[src/rtl/div_rep_sub_pkg.sv]
// Shared types and constants for the repeated-subtraction divider.
package div_pkg;

  localparam int DIV_WIDTH = 16;

  typedef enum logic [1:0] {
    IDLE = 2'd0,
    LDB  = 2'd1,
    SUB  = 2'd2,
    DONE = 2'd3
  } div_state_e;

endpackage : div_pkg

[src/rtl/div_rep_sub_if.sv]
// Operand/result bundle for the divider; the requester drives start/data_in.
interface div_rep_sub_if #(
  parameter int WIDTH = div_pkg::DIV_WIDTH
);
  logic             start;
  logic [WIDTH-1:0] data_in;
  logic [WIDTH-1:0] quotient;
  logic [WIDTH-1:0] remainder;
  logic             done;
  logic             busy;
  logic             div0;

  modport master (
    output start, data_in,
    input  quotient, remainder, done, busy, div0
  );

  modport slave (
    input  start, data_in,
    output quotient, remainder, done, busy, div0
  );
endinterface : div_rep_sub_if

[src/rtl/div_rep_sub_ctrl.sv]
// Control FSM for the divider: sequences operand loads and the subtract loop.
module div_rep_sub_ctrl
  import div_pkg::*;
(
  input  logic clk,
  input  logic rst_n,
  input  logic start_i,
  input  logic b_zero_i,
  input  logic a_ge_b_i,
  output logic ld_a_o,
  output logic ld_b_o,
  output logic clr_q_o,
  output logic sub_en_o,
  output logic set_div0_o,
  output logic done_o,
  output logic busy_o
);

  div_state_e state_q, state_d;
  logic       done_q, busy_q;

  always_ff @(posedge clk or negedge rst_n) begin
    if (!rst_n) begin
      state_q <= IDLE;
      done_q  <= 1'b0;
      busy_q  <= 1'b0;
    end else begin
      state_q <= state_d;
      done_q  <= (state_d == DONE);
      busy_q  <= (state_d == LDB) || (state_d == SUB);
    end
  end

  always_comb begin
    state_d    = state_q;
    ld_a_o     = 1'b0;
    ld_b_o     = 1'b0;
    clr_q_o    = 1'b0;
    sub_en_o   = 1'b0;
    set_div0_o = 1'b0;
    case (state_q)
      IDLE, DONE: begin
        // DONE accepts a new start directly so operations can run back-to-back
        if (start_i) begin
          ld_a_o  = 1'b1;
          clr_q_o = 1'b1;
          state_d = LDB;
        end else begin
          state_d = IDLE;
        end
      end
      LDB: begin
        ld_b_o  = 1'b1;
        state_d = SUB;
      end
      SUB: begin
        if (b_zero_i) begin
          set_div0_o = 1'b1;
          state_d    = DONE;
        end else if (a_ge_b_i) begin
          sub_en_o = 1'b1;
          state_d  = SUB;
        end else begin
          state_d = DONE;
        end
      end
      default: state_d = IDLE;
    endcase
  end

  assign done_o = done_q;
  assign busy_o = busy_q;

endmodule : div_rep_sub_ctrl

[src/rtl/div_rep_sub.sv]
// Unsigned divider by repeated subtraction: A = running remainder, B = divisor, Q = quotient.
module div_rep_sub
  import div_pkg::*;
#(
  parameter int WIDTH = DIV_WIDTH
) (
  input  logic         clk,
  input  logic         rst_n,
  div_rep_sub_if.slave bus
);

  logic [WIDTH-1:0] a_q, b_q, q_q;
  logic             div0_q;
  logic             ld_a_s, ld_b_s, clr_q_s, sub_en_s, set_div0_s;
  logic             b_zero_s, a_ge_b_s;

  assign b_zero_s = (b_q == {WIDTH{1'b0}});
  assign a_ge_b_s = (a_q >= b_q);

  div_rep_sub_ctrl u_ctrl (
    .clk        (clk),
    .rst_n      (rst_n),
    .start_i    (bus.start),
    .b_zero_i   (b_zero_s),
    .a_ge_b_i   (a_ge_b_s),
    .ld_a_o     (ld_a_s),
    .ld_b_o     (ld_b_s),
    .clr_q_o    (clr_q_s),
    .sub_en_o   (sub_en_s),
    .set_div0_o (set_div0_s),
    .done_o     (bus.done),
    .busy_o     (bus.busy)
  );

  // sub_en is only raised when A >= B, so the subtraction cannot wrap
  always_ff @(posedge clk or negedge rst_n) begin
    if (!rst_n) begin
      a_q    <= {WIDTH{1'b0}};
      b_q    <= {WIDTH{1'b0}};
      q_q    <= {WIDTH{1'b0}};
      div0_q <= 1'b0;
    end else begin
      if (ld_a_s) begin
        a_q <= bus.data_in;
      end else if (sub_en_s) begin
        a_q <= a_q - b_q;
      end else begin
        a_q <= a_q;
      end

      if (ld_b_s) begin
        b_q <= bus.data_in;
      end else begin
        b_q <= b_q;
      end

      if (clr_q_s) begin
        q_q <= {WIDTH{1'b0}};
      end else if (set_div0_s) begin
        q_q <= {WIDTH{1'b1}};
      end else if (sub_en_s) begin
        q_q <= q_q + {{(WIDTH-1){1'b0}}, 1'b1};
      end else begin
        q_q <= q_q;
      end

      if (ld_a_s) begin
        div0_q <= 1'b0;
      end else if (set_div0_s) begin
        div0_q <= 1'b1;
      end else begin
        div0_q <= div0_q;
      end
    end
  end

  assign bus.quotient  = q_q;
  assign bus.remainder = a_q;
  assign bus.div0      = div0_q;

endmodule : div_rep_sub

[src/flat_wrapper.sv]
// flat-port wrapper written by rule: the top's interface ports become plain ports
module div_rep_sub_flat import div_pkg::*;
#(
  parameter int WIDTH = DIV_WIDTH
)
  (clk, rst_n, bus_start, bus_data_in, bus_quotient, bus_remainder, bus_done, bus_busy, bus_div0);
  div_rep_sub_if #(.WIDTH(WIDTH)) bus_i ();
  input  logic clk;
  input  logic rst_n;
  input wire logic [$bits(bus_i.start)-1:0] bus_start;
  input wire logic [$bits(bus_i.data_in)-1:0] bus_data_in;
  output wire logic [$bits(bus_i.quotient)-1:0] bus_quotient;
  output wire logic [$bits(bus_i.remainder)-1:0] bus_remainder;
  output wire logic [$bits(bus_i.done)-1:0] bus_done;
  output wire logic [$bits(bus_i.busy)-1:0] bus_busy;
  output wire logic [$bits(bus_i.div0)-1:0] bus_div0;
  assign bus_i.start = bus_start;
  assign bus_i.data_in = bus_data_in;
  assign bus_quotient = bus_i.quotient;
  assign bus_remainder = bus_i.remainder;
  assign bus_done = bus_i.done;
  assign bus_busy = bus_i.busy;
  assign bus_div0 = bus_i.div0;
  div_rep_sub #(.WIDTH(WIDTH)) u_core (.clk(clk), .rst_n(rst_n), .bus(bus_i));
endmodule
[config.mk]
export PLATFORM = sky130hd
export DESIGN_NAME = div_rep_sub_flat
export DESIGN_NICKNAME = d
export VERILOG_FILES = /design/src/rtl/div_rep_sub_pkg.sv /design/src/rtl/div_rep_sub_if.sv /design/src/rtl/div_rep_sub_ctrl.sv /design/src/rtl/div_rep_sub.sv /design/src/flat_wrapper.sv
export SDC_FILE = /design/constraint.sdc
export NUM_CORES = 1
export LEC_CHECK = 0
export ABC_AREA = 1
export ABC_CLOCK_PERIOD_IN_PS = 3200
export CAP_MARGIN = 10
export CORE_ASPECT_RATIO = 1.75
export CORE_MARGIN = 4
export CORE_UTILIZATION = 40
export CTS_CLUSTER_DIAMETER = 150
export DETAILED_ROUTE_END_ITERATION = 10
export GPL_TIMING_DRIVEN = 0
export SLEW_MARGIN = 15
export SYNTH_ARGS = -nofsm -noshare
export SYNTH_HDL_FRONTEND = slang
export SYNTH_HIERARCHICAL = 1
export SYNTH_SLANG_ARGS = --single-unit
[constraint.sdc]
create_clock -name clk -period 3.2 [get_ports clk]
set_input_delay 0.48 -clock clk [delete_from_list [all_inputs] [get_ports clk]]
set_output_delay 0.48 -clock clk [all_outputs]
set_load 0.005 [all_outputs]
Word level (Yosys, flattened, before mapping)
Index checks and enable logic that the tools add are counted.
- flip-flop bits (word level): 53
- input port bits: 19
- output and inout bits: 35
- word-level logic and storage cells: 42
- $add $sub $neg: 2
- magnitude comparators: 1
- eq/ne operators: 6
- mux-type cells: 19
- reductions and logical operators: 7
- operators with widths (operator ; number):
    16-bit 2-to-1 mux ; 5
    16-bit by 1-bit adder with 16-bit output (second input constant) ; 1
    16-bit greater-or-equal comparator ; 1
    16-bit zero test ; 1
    16-bit subtractor ; 1
    1-bit 2-to-1 mux ; 13
    2-bit == test (second input constant) ; 4
    2-bit case mux with 3 select lines ; 1
    2-bit by 1-bit == test with 1-bit output (second input constant) ; 2
    2-bit nonzero test ; 2
    3-bit nonzero test ; 1
    2-bit zero test ; 1
    2-bit OR reduction ; 1
    1-bit logical OR ; 1

Depth between registers and ports, before layout
Gate-level depths: netlist (run 1).
- depth in word-level cells: 7
- mapped depth: 18
- mapped depth without buffers: 18

Cells and area by module
The synthesis (run 1) kept the hierarchy.
- by module, submodules not included (module ; instances ; cells each ; area an instance (um^2) ; sequential area each (um^2)):
    div_rep_sub ; 1 ; 486 ; 3372.0 ; 1226.2
    div_rep_sub_ctrl ; 1 ; 25 ; 212.7 ; 100.1

Worst setup path after synthesis (run 1)
OpenSTA, ideal clock, no wires.
- kind: register to register
- from: register u_core.a_q[0], in the netlist u_core/bus.remainder[0]
- to: register u_core.a_q[6], in the netlist u_core/bus.remainder[6]
- setup time: 0.069 ns
- arrival time: 2.296 ns
- required time: 3.131 ns
- path slack: 0.836 ns
- cell stages (with the launch flop): 17
- buffers on the path: 0
- clock period less this slack: 2.364 ns
- cells stage by stage: dfrtp_1 > inv_1 > ha_1 > fa_1 > inv_1 > a21oi_2 > o21bai_2 > nand2_1 > nand3_1 > nand2_2 > nor2_1 > inv_2 > nor2_4 > inv_2 > a21oi_1 > o21ai_1 > nand3_1
- longest elaborated chain between the ends: 5
- elaborated cells on any way between the ends: 8
- classes of those cells: 1 x add/sub; 1 x order compare; 5 x mux; 1 x reduce/logical
- ends and longest elaborated chain (what ; line ; text):
    start: declaration ; div_rep_sub.sv:12 ; logic [WIDTH-1:0] a_q, b_q, q_q;
    start signal: assignment ; div_rep_sub.sv:38 ; a_q <= {WIDTH{1'b0}};
    start signal: assignment ; div_rep_sub.sv:44 ; a_q <= bus.data_in;
    start signal: assignment ; div_rep_sub.sv:46 ; a_q <= a_q - b_q;
    16-bit greater-or-equal comparator ; div_rep_sub.sv:18 ; assign a_ge_b_s = (a_q >= b_q);
    named net u_core.a_ge_b_s ; div_rep_sub.sv:15 ; logic b_zero_s, a_ge_b_s;
    1-bit 2-to-1 mux ; div_rep_sub_ctrl.sv:60 ; end else if (a_ge_b_i) begin
    1-bit 2-to-1 mux ; div_rep_sub_ctrl.sv:57 ; if (b_zero_i) begin
    1-bit 2-to-1 mux ; div_rep_sub_ctrl.sv:41 ; case (state_q)
    named net u_core.sub_en_s ; div_rep_sub.sv:14 ; logic ld_a_s, ld_b_s, clr_q_s, sub_en_s, set_div0_s;
    2-bit nonzero test (no source line) ; -- ;
The timed path passes the listed nets, and every way through them passes these cells. The select of a mux whose other input is x is not followed.
A chain may end at the register's enable or synchronous reset.

Final worst setup path (run 1)
Same ends and word-level chain as after synthesis.

==> results.cfg, run 1 <==
[sta]
hold_viol_final = 0
finalCriticalPeriod_ns = 2.81
worst_slack_ns = 0.390
slew_headroom = 0.524
setup_viol = 0
period_share = 0.878
max_freq_ghz = 0.356
fin_skew_ns = 0.00550
worst_pin_slew_ns = 0.714
slew_viol_final = 0
rsz0062_at_grt = false

[route]
vias = 3462
first_pass_iters = 4
routedWlPerCell_um = 14.6
avgViaCountPerCell = 5.02
wirelength_um = 10000
ant_nets = 0
route.detailed.drc = 0
first_iter_violations = 134

[worst_setup_path]
critical-path-slowest-cell = fa_1
crit_chain = inv_1, ha_1, fa_1, inv_1, a21oi_2, o21bai_2, nand2_1, nand3_1, nand2_2, nor2_1, inv_2, nor2_4, inv_2, a21oi_1, o21ai_1, nand3_1
worst_path_largest_cell_delay_ns = 0.43
rr_worst_depth = 16
end_kind = flip-flop
r2r_end = u_core/bus.remainder[6]
critPathKind = reg2reg
endpoint = u_core/bus.remainder[6]
arrival_ns = 3.04
worstPathMaxFanout = 10
timing.rr.start = u_core/bus.remainder[0]
crit_path_start_kind = flip-flop
cp.required_ns = 3.43
critPathLaunch = u_core/bus.remainder[0]
rrSetupSlack_ns = 0.39

[floorplanning]
fp-row-count = 45
dieArea_mm2 = 0.0106
initial_core_util = 0.411
die_x_um = 79.6
io_pins = 54
die_h_um = 133
core-area_mm2 = 0.00873

[global_routing]
antenna_found_initial = 0
grt_pass1_vias = 3521
grt_overflow = 0
grt_first_pass_wirelength_um = 16700
grt_max_degree = 54
track_usage = 0.201

[clock_network]
post_cts_buffers = 0
clock_latency_ns = 0.30
tritoncts = yes
clockBufferDepth = 2
h-tree-depth = 2
cts-root-buf = clkbuf_16
clkSlewWorstSetupHoldPaths_ns = 0.07
ctsHoldBuffers = 0
cts-resized-gates = 0
cts_made_buffers = 5
clock-sinks = 53

[final_layout]
antenna_cells = 0
fillers = 913
register_area_mm2 = 0.00133
final_common_cell = nand2_1
layout_common_cells = nand2_1 (156), inv_1 (90), dfrtp_1 (53)
drive_above_1_share = 0.0612
fin_util = 0.508
area_growth_pct = 23.7
nets = 611
multiInputGateArea_mm2 = 0.00184

[run_status]
status = completed

[power]
p_per_area_mw_per_mm2 = 1170
peakVddDrop_mv = 0.516
p_leak_nw = 2.19

[synth]
postSynthCellCount = 511
yosysSeqAreaShare = 0.370
ys_types = 34
ys_warn_count = 6
synth_nets = 551
synth-seq-cells = 53
syn_avg_cell_area_um2 = 7.02
syn_area_mm2 = 0.00358

[placement]
pre_cts_slack_ns = 0.368
place.port_buffers = 53
gp_congestion = 0.887
hpwlAfterDp_um = 7770

[worst_hold_path]
worstHoldPathType = in2async

[flow_run]
maxCapViolCount = 0
[metal layers]
layer / global-route usage / wire (um) / vias to the layer above
met5: 0 / 0 / -
met4: 0.0946 / 352 / 0
met3: 0.0257 / 310 / 20
met2: 0.382 / 5590 / 73
met1: 0.211 / 3790 / 1619
li1: - / - / 1750
[critical path, delay by kind of cell (launching register included)]
| kind | cells | cell delay [ns] |
|---|---|---|
| AND/OR/NAND/NOR | 6 | 0.83 |
| adder cells (fa/ha/maj) | 2 | 0.66 |
| AO/OA/AOI/OAI | 4 | 0.46 |
| buffers and inverters | 4 | 0.43 |
| flip-flops | 1 | 0.38 |
[stage by stage]
stage                     hold slack (ns)  cells  cell area, um^2  power, W  TNS, ns
after detailed placement            0.501    681             4260   0.00454        0
after floorplan                     0.184    511             3580   0.00344        0
after CTS                           0.261    689             4440   0.00521        0
final                               0.226    689             4440   0.00517        0
after global placement              0.495    681             4260   0.00449    -3.45
after global routing                0.285    689             4440   0.00572        0
[cell usage after synthesis, drive strengths merged]
cell / instances / area share
buf: 5 / 0.011
a22oi: 11 / 0.023
fa: 1 / 0.0056
nand3b: 1 / 0.0021
dfrtp: 53 / 0.37
xor2: 4 / 0.0098
clkinv: 1 / 0.0010
o22ai: 2 / 0.0035
nand3: 39 / 0.059
a21oi: 15 / 0.022
inv: 95 / 0.099
xnor2: 1 / 0.0024
nor2: 30 / 0.041
nor4: 2 / 0.0035
o21ai: 44 / 0.061
o221ai: 2 / 0.0049
clkbuf: 5 / 0.0052
nand4: 10 / 0.017
o21bai: 1 / 0.0031
nor3: 9 / 0.014
nand2: 158 / 0.17
o211ai: 1 / 0.0021
ha: 20 / 0.070
or2: 1 / 0.0017
[registers in the layout, indices dropped and copies added (netlist names)]
name	count
u_core/u_ctrl/done_o	1
u_core/bus.remainder	16
u_core/b_q	16
u_core/u_ctrl/busy_o	1
u_core/bus.div0	1
u_core/bus.quotient	16
u_core/u_ctrl/state_q	2
[layout make-up]
cell class | instances | area share
Buffer | 10 | 0.0133
Timing Repair Buffer | 53 | 0.119
Sequential cell | 53 | 0.299
Multi-Input combinational cell | 352 | 0.415
Clock buffer | 6 | 0.0313
Clock inverter | 2 | 0.00846
Tap cell | 117 | 0.0330
Inverter | 96 | 0.0812
[where the power goes]
part	internal, W	switching [W]
Sequential	0.000968	0.000207
Combinational	0.00129	0.00205
Clock	0.000391	0.000258
[kinds of logic (layout without fill, tap and decap cells)]
logic type | after synthesis | in the layout | synth area share
DFF | 53 | 53 | 0.370
AOI/OAI and AO/OA | 76 | 76 | 0.120
xor gates and xnor gates | 5 | 5 | 0.0122
adders and majority gates | 21 | 21 | 0.0754
buffers and inverters | 106 | 167 | 0.117
and+or+nand+nor | 250 | 250 | 0.305
[worst min-delay path by stage]
stage / cells past startpoint / endpoint / from
2_1_floorplan: 0 / u_core/b_q[0] / rst_n
3_3_place_gp: 2 / u_core/bus.div0 / u_core/bus.div0
3_5_place_dp: 2 / u_core/bus.div0 / u_core/bus.div0
4_1_cts: 1 / u_core/bus.quotient[1] / rst_n
5_1_grt: 1 / u_core/bus.quotient[1] / rst_n
6_report: 1 / u_core/bus.quotient[1] / rst_n
No activity file was read; power rests on OpenSTA's default activity.
==> inputs of run 2 (changes only) <==
- CTS_CLUSTER_DIAMETER: 150 -> 40
==> results of run 2 <==
No change in the layout: final DEF, timing and power equal those of run 1.
==> RTL edit (flow settings as in run 1) <==
Change the package constant `DIV_WIDTH` from 16 to 32.
--- a/src/rtl/div_rep_sub_pkg.sv
+++ b/src/rtl/div_rep_sub_pkg.sv
@@ -1,7 +1,7 @@
 // Shared types and constants for the repeated-subtraction divider.
 package div_pkg;
 
-  localparam int DIV_WIDTH = 16;
+  localparam int DIV_WIDTH = 32;
 
   typedef enum logic [1:0] {
     IDLE = 2'd0,
Ports: changed (resized bus_data_in, bus_quotient and bus_remainder); port bits go from 54 to 102. No check against the original RTL was run, so the function may have changed too.
==> RTL edit against run 1 <==
Maximum frequency shrank 8.6%. Clock skew rose by 0.0043 ns. Synthesized area increased by 110%. Sequential cell count is 48 higher. Final area grew 110%. Sequential share of layout area decreased by 2.7 points. Power rose by 110%. Synthesized cell count is 130% higher. Setup slack worse by 0.26 ns. Routed wire length grew to 2.8 times the old value. Critical path type unchanged.
==> RTL edit: results (changes against run 1) <==
Yosys cell types - 40 (was 34)
Reg2reg path depth - 14 (was 16)
Met2 Track Usage GR - 54.6% (was 38.2%)
Via density - 5.19 (was 5.02)
Post-synth top cells - 402 x nand2_1, 211 x inv_1, 101 x dfrtp_1 (was 156 x nand2_1, 90 x inv_1, 53 x dfrtp_1, 36 x nand3_1, 27 x o21ai_0)
P_leak - 4.69 nW (was 2.19 nW)
Ys Warns - 6 (unchanged)
Synth area leaders - dfrtp_1 34%, nand2_1 20%, inv_1 11%, ha_1 6.0%, nand3_1 5.1% (was dfrtp_1 37%, nand2_1 16%, inv_1 9.4%, ha_1 7.0%, nand3_1 5.0%)
CTS Buffer Depth - 2 (unchanged)
Routed WL - 28400 um (was 10000 um)
HP Class - reg -> reg (was in -> async)
DP Worst Slack - -0.791 ns (was 0.368 ns)
Post-Syn Nets - 1234 (was 551)
CTS Buf Count - 9 (was 5)
Placed Cells - 1502 (was 681)
Switching Power - 5.59 mW (was 2.52 mW)
Worst Clk Skew - 0.00983 ns (was 0.00550 ns)
Worst-path maximum fanout - 10 (unchanged)
Placed Area - 8850 um2 (was 4260 um2)
Sequential share of the synthesized area - 33.6% (was 37.0%)
Critical Path End - u_core/bus.remainder[15] (was u_core/bus.remainder[6])
Vias in the first global route - 8314 (was 3521)
Worst R2R Start - u_core/b_q[0] (was u_core/bus.remainder[0])
Grt met3 use - 3.17% (was 2.57%)
Proportion of layout cells with a drive suffix above 1 - 5.76% (was 6.12%)
Critical path arrival - 3.34 ns (was 3.04 ns)
WL met1 - 9080 um (was 3790 um)
DR pass1 iterations - 5 (was 4)
Minimum hold slack - 0.522 ns (was 0.226 ns)
Layout net count - 1353 (was 611)
Initial antenna violation count - 0 (unchanged)
CP delay by family, top - compound AO/OA/AOI/OAI gates (was simple AND/OR/NAND/NOR gates)
Clock slew at reported path FFs - 0.07 ns (about the same)
FF-to-FF End - u_core/bus.remainder[15] (was u_core/bus.remainder[6])
Total GRT Usage - 27.0% (was 20.1%)
Slew HR - 41.4% (was 52.4%)
Critical path's largest stage delay - 0.46 ns (was 0.43 ns)
Port bufs - 101 (was 53)
DR WL met3 - 703 um (was 310 um)
Hold-fix buffers, CTS - 1 (was 0)
GP Congestion - 0.976 (was 0.887)
Reg2reg setup slack - 0.13 ns (was 0.39 ns)
Status - completed (unchanged)
Fmax - 325 MHz (was 356 MHz)
Largest net degree at the start of global routing - 71 (was 54)
First-pass GRT wire length - 43700 um (was 16700 um)
Peak supply drop - 0.582 mV (was 0.516 mV)
Detailed placement HPWL - 23300 um (was 7770 um)
Routing usage on met1 - 22.6% (was 21.1%)
Critical path's slowest cell - dfrtp_2 (was fa_1)
DR iter-0 viols - 437 (was 134)
Detailed-route wire length per cell - 18.7 um (was 14.6 um)
Worst-skew pair later-pin latency - 0.36 ns (was 0.30 ns)
Post-cts repair resize count - 14 (was 0)
Met2 WL - 16100 um (was 5590 um)
Post-CTS setup buffers - 1 (was 0)
Avg Synthesized Cell Area - 6.47 um2 (was 7.02 um2)
CTS H-tree lvls - 3 (was 2)
-- RTL edit: cell count changes in the layout (fill, tap and decap cells not counted), sizes merged, moves of 13 or more --
cell / change
nand2: +249
clkdlybuf4s50: +48
o21ai: +41
inv: +120
a21oi: +15
buf: +13
ha: +16
a22oi: +15
nor2: +56
dfrtp: +48
nand3: +40
-- RTL edit: worst register-to-register path, stage by stage, from the launching register on --
cell,delay (ns)
dfrtp_2,0.46
ha_1,0.24
fa_2,0.45
o21ai_4,0.22
a21oi_1,0.12
o21bai_1,0.20
nand2_1,0.09
nand3_2,0.12
nand2_2,0.10
nor2_4,0.12
inv_1,0.08
nor2_4,0.14
inv_1,0.17
clkbuf_4,0.26
o21ai_0,0.21
-- RTL edit: cells by family after synthesis --
family / Yosys count / synth area share [%]
buffers and inverters: 241 / 12.4
AOI/OAI and AO/OA: 154 / 11.7
and+or+nand+nor: 614 / 34.3
xor gates and xnor gates: 14 / 1.63
DFF: 101 / 33.6
adders and majority gates: 37 / 6.26
muxes: 1 / 0.150
-- RTL edit: final cells by class --
class | count | area, um2
Sequential cell | 101 | 2530
Multi-Input combinational cell | 820 | 4100
Clock inverter | 6 | 111
Clock buffer | 9 | 225
Timing Repair Buffer | 109 | 1090
Buffer | 25 | 143
Fill cell | 2001 | 9190
Tap cell | 238 | 298
Inverter | 215 | 807
-- RTL edit: power by group through the flow --
stage | registers, mW | logic, mW | clock network [mW]
finish | 2.14 | 7.28 | 1.28
global route | 2.20 | 8.12 | 1.36
CTS | 2.15 | 7.16 | 1.31
detailed placement | 2.16 | 7.03 | 0
floorplan | 2.06 | 4.56 | 0
global placement | 2.16 | 6.97 | 0
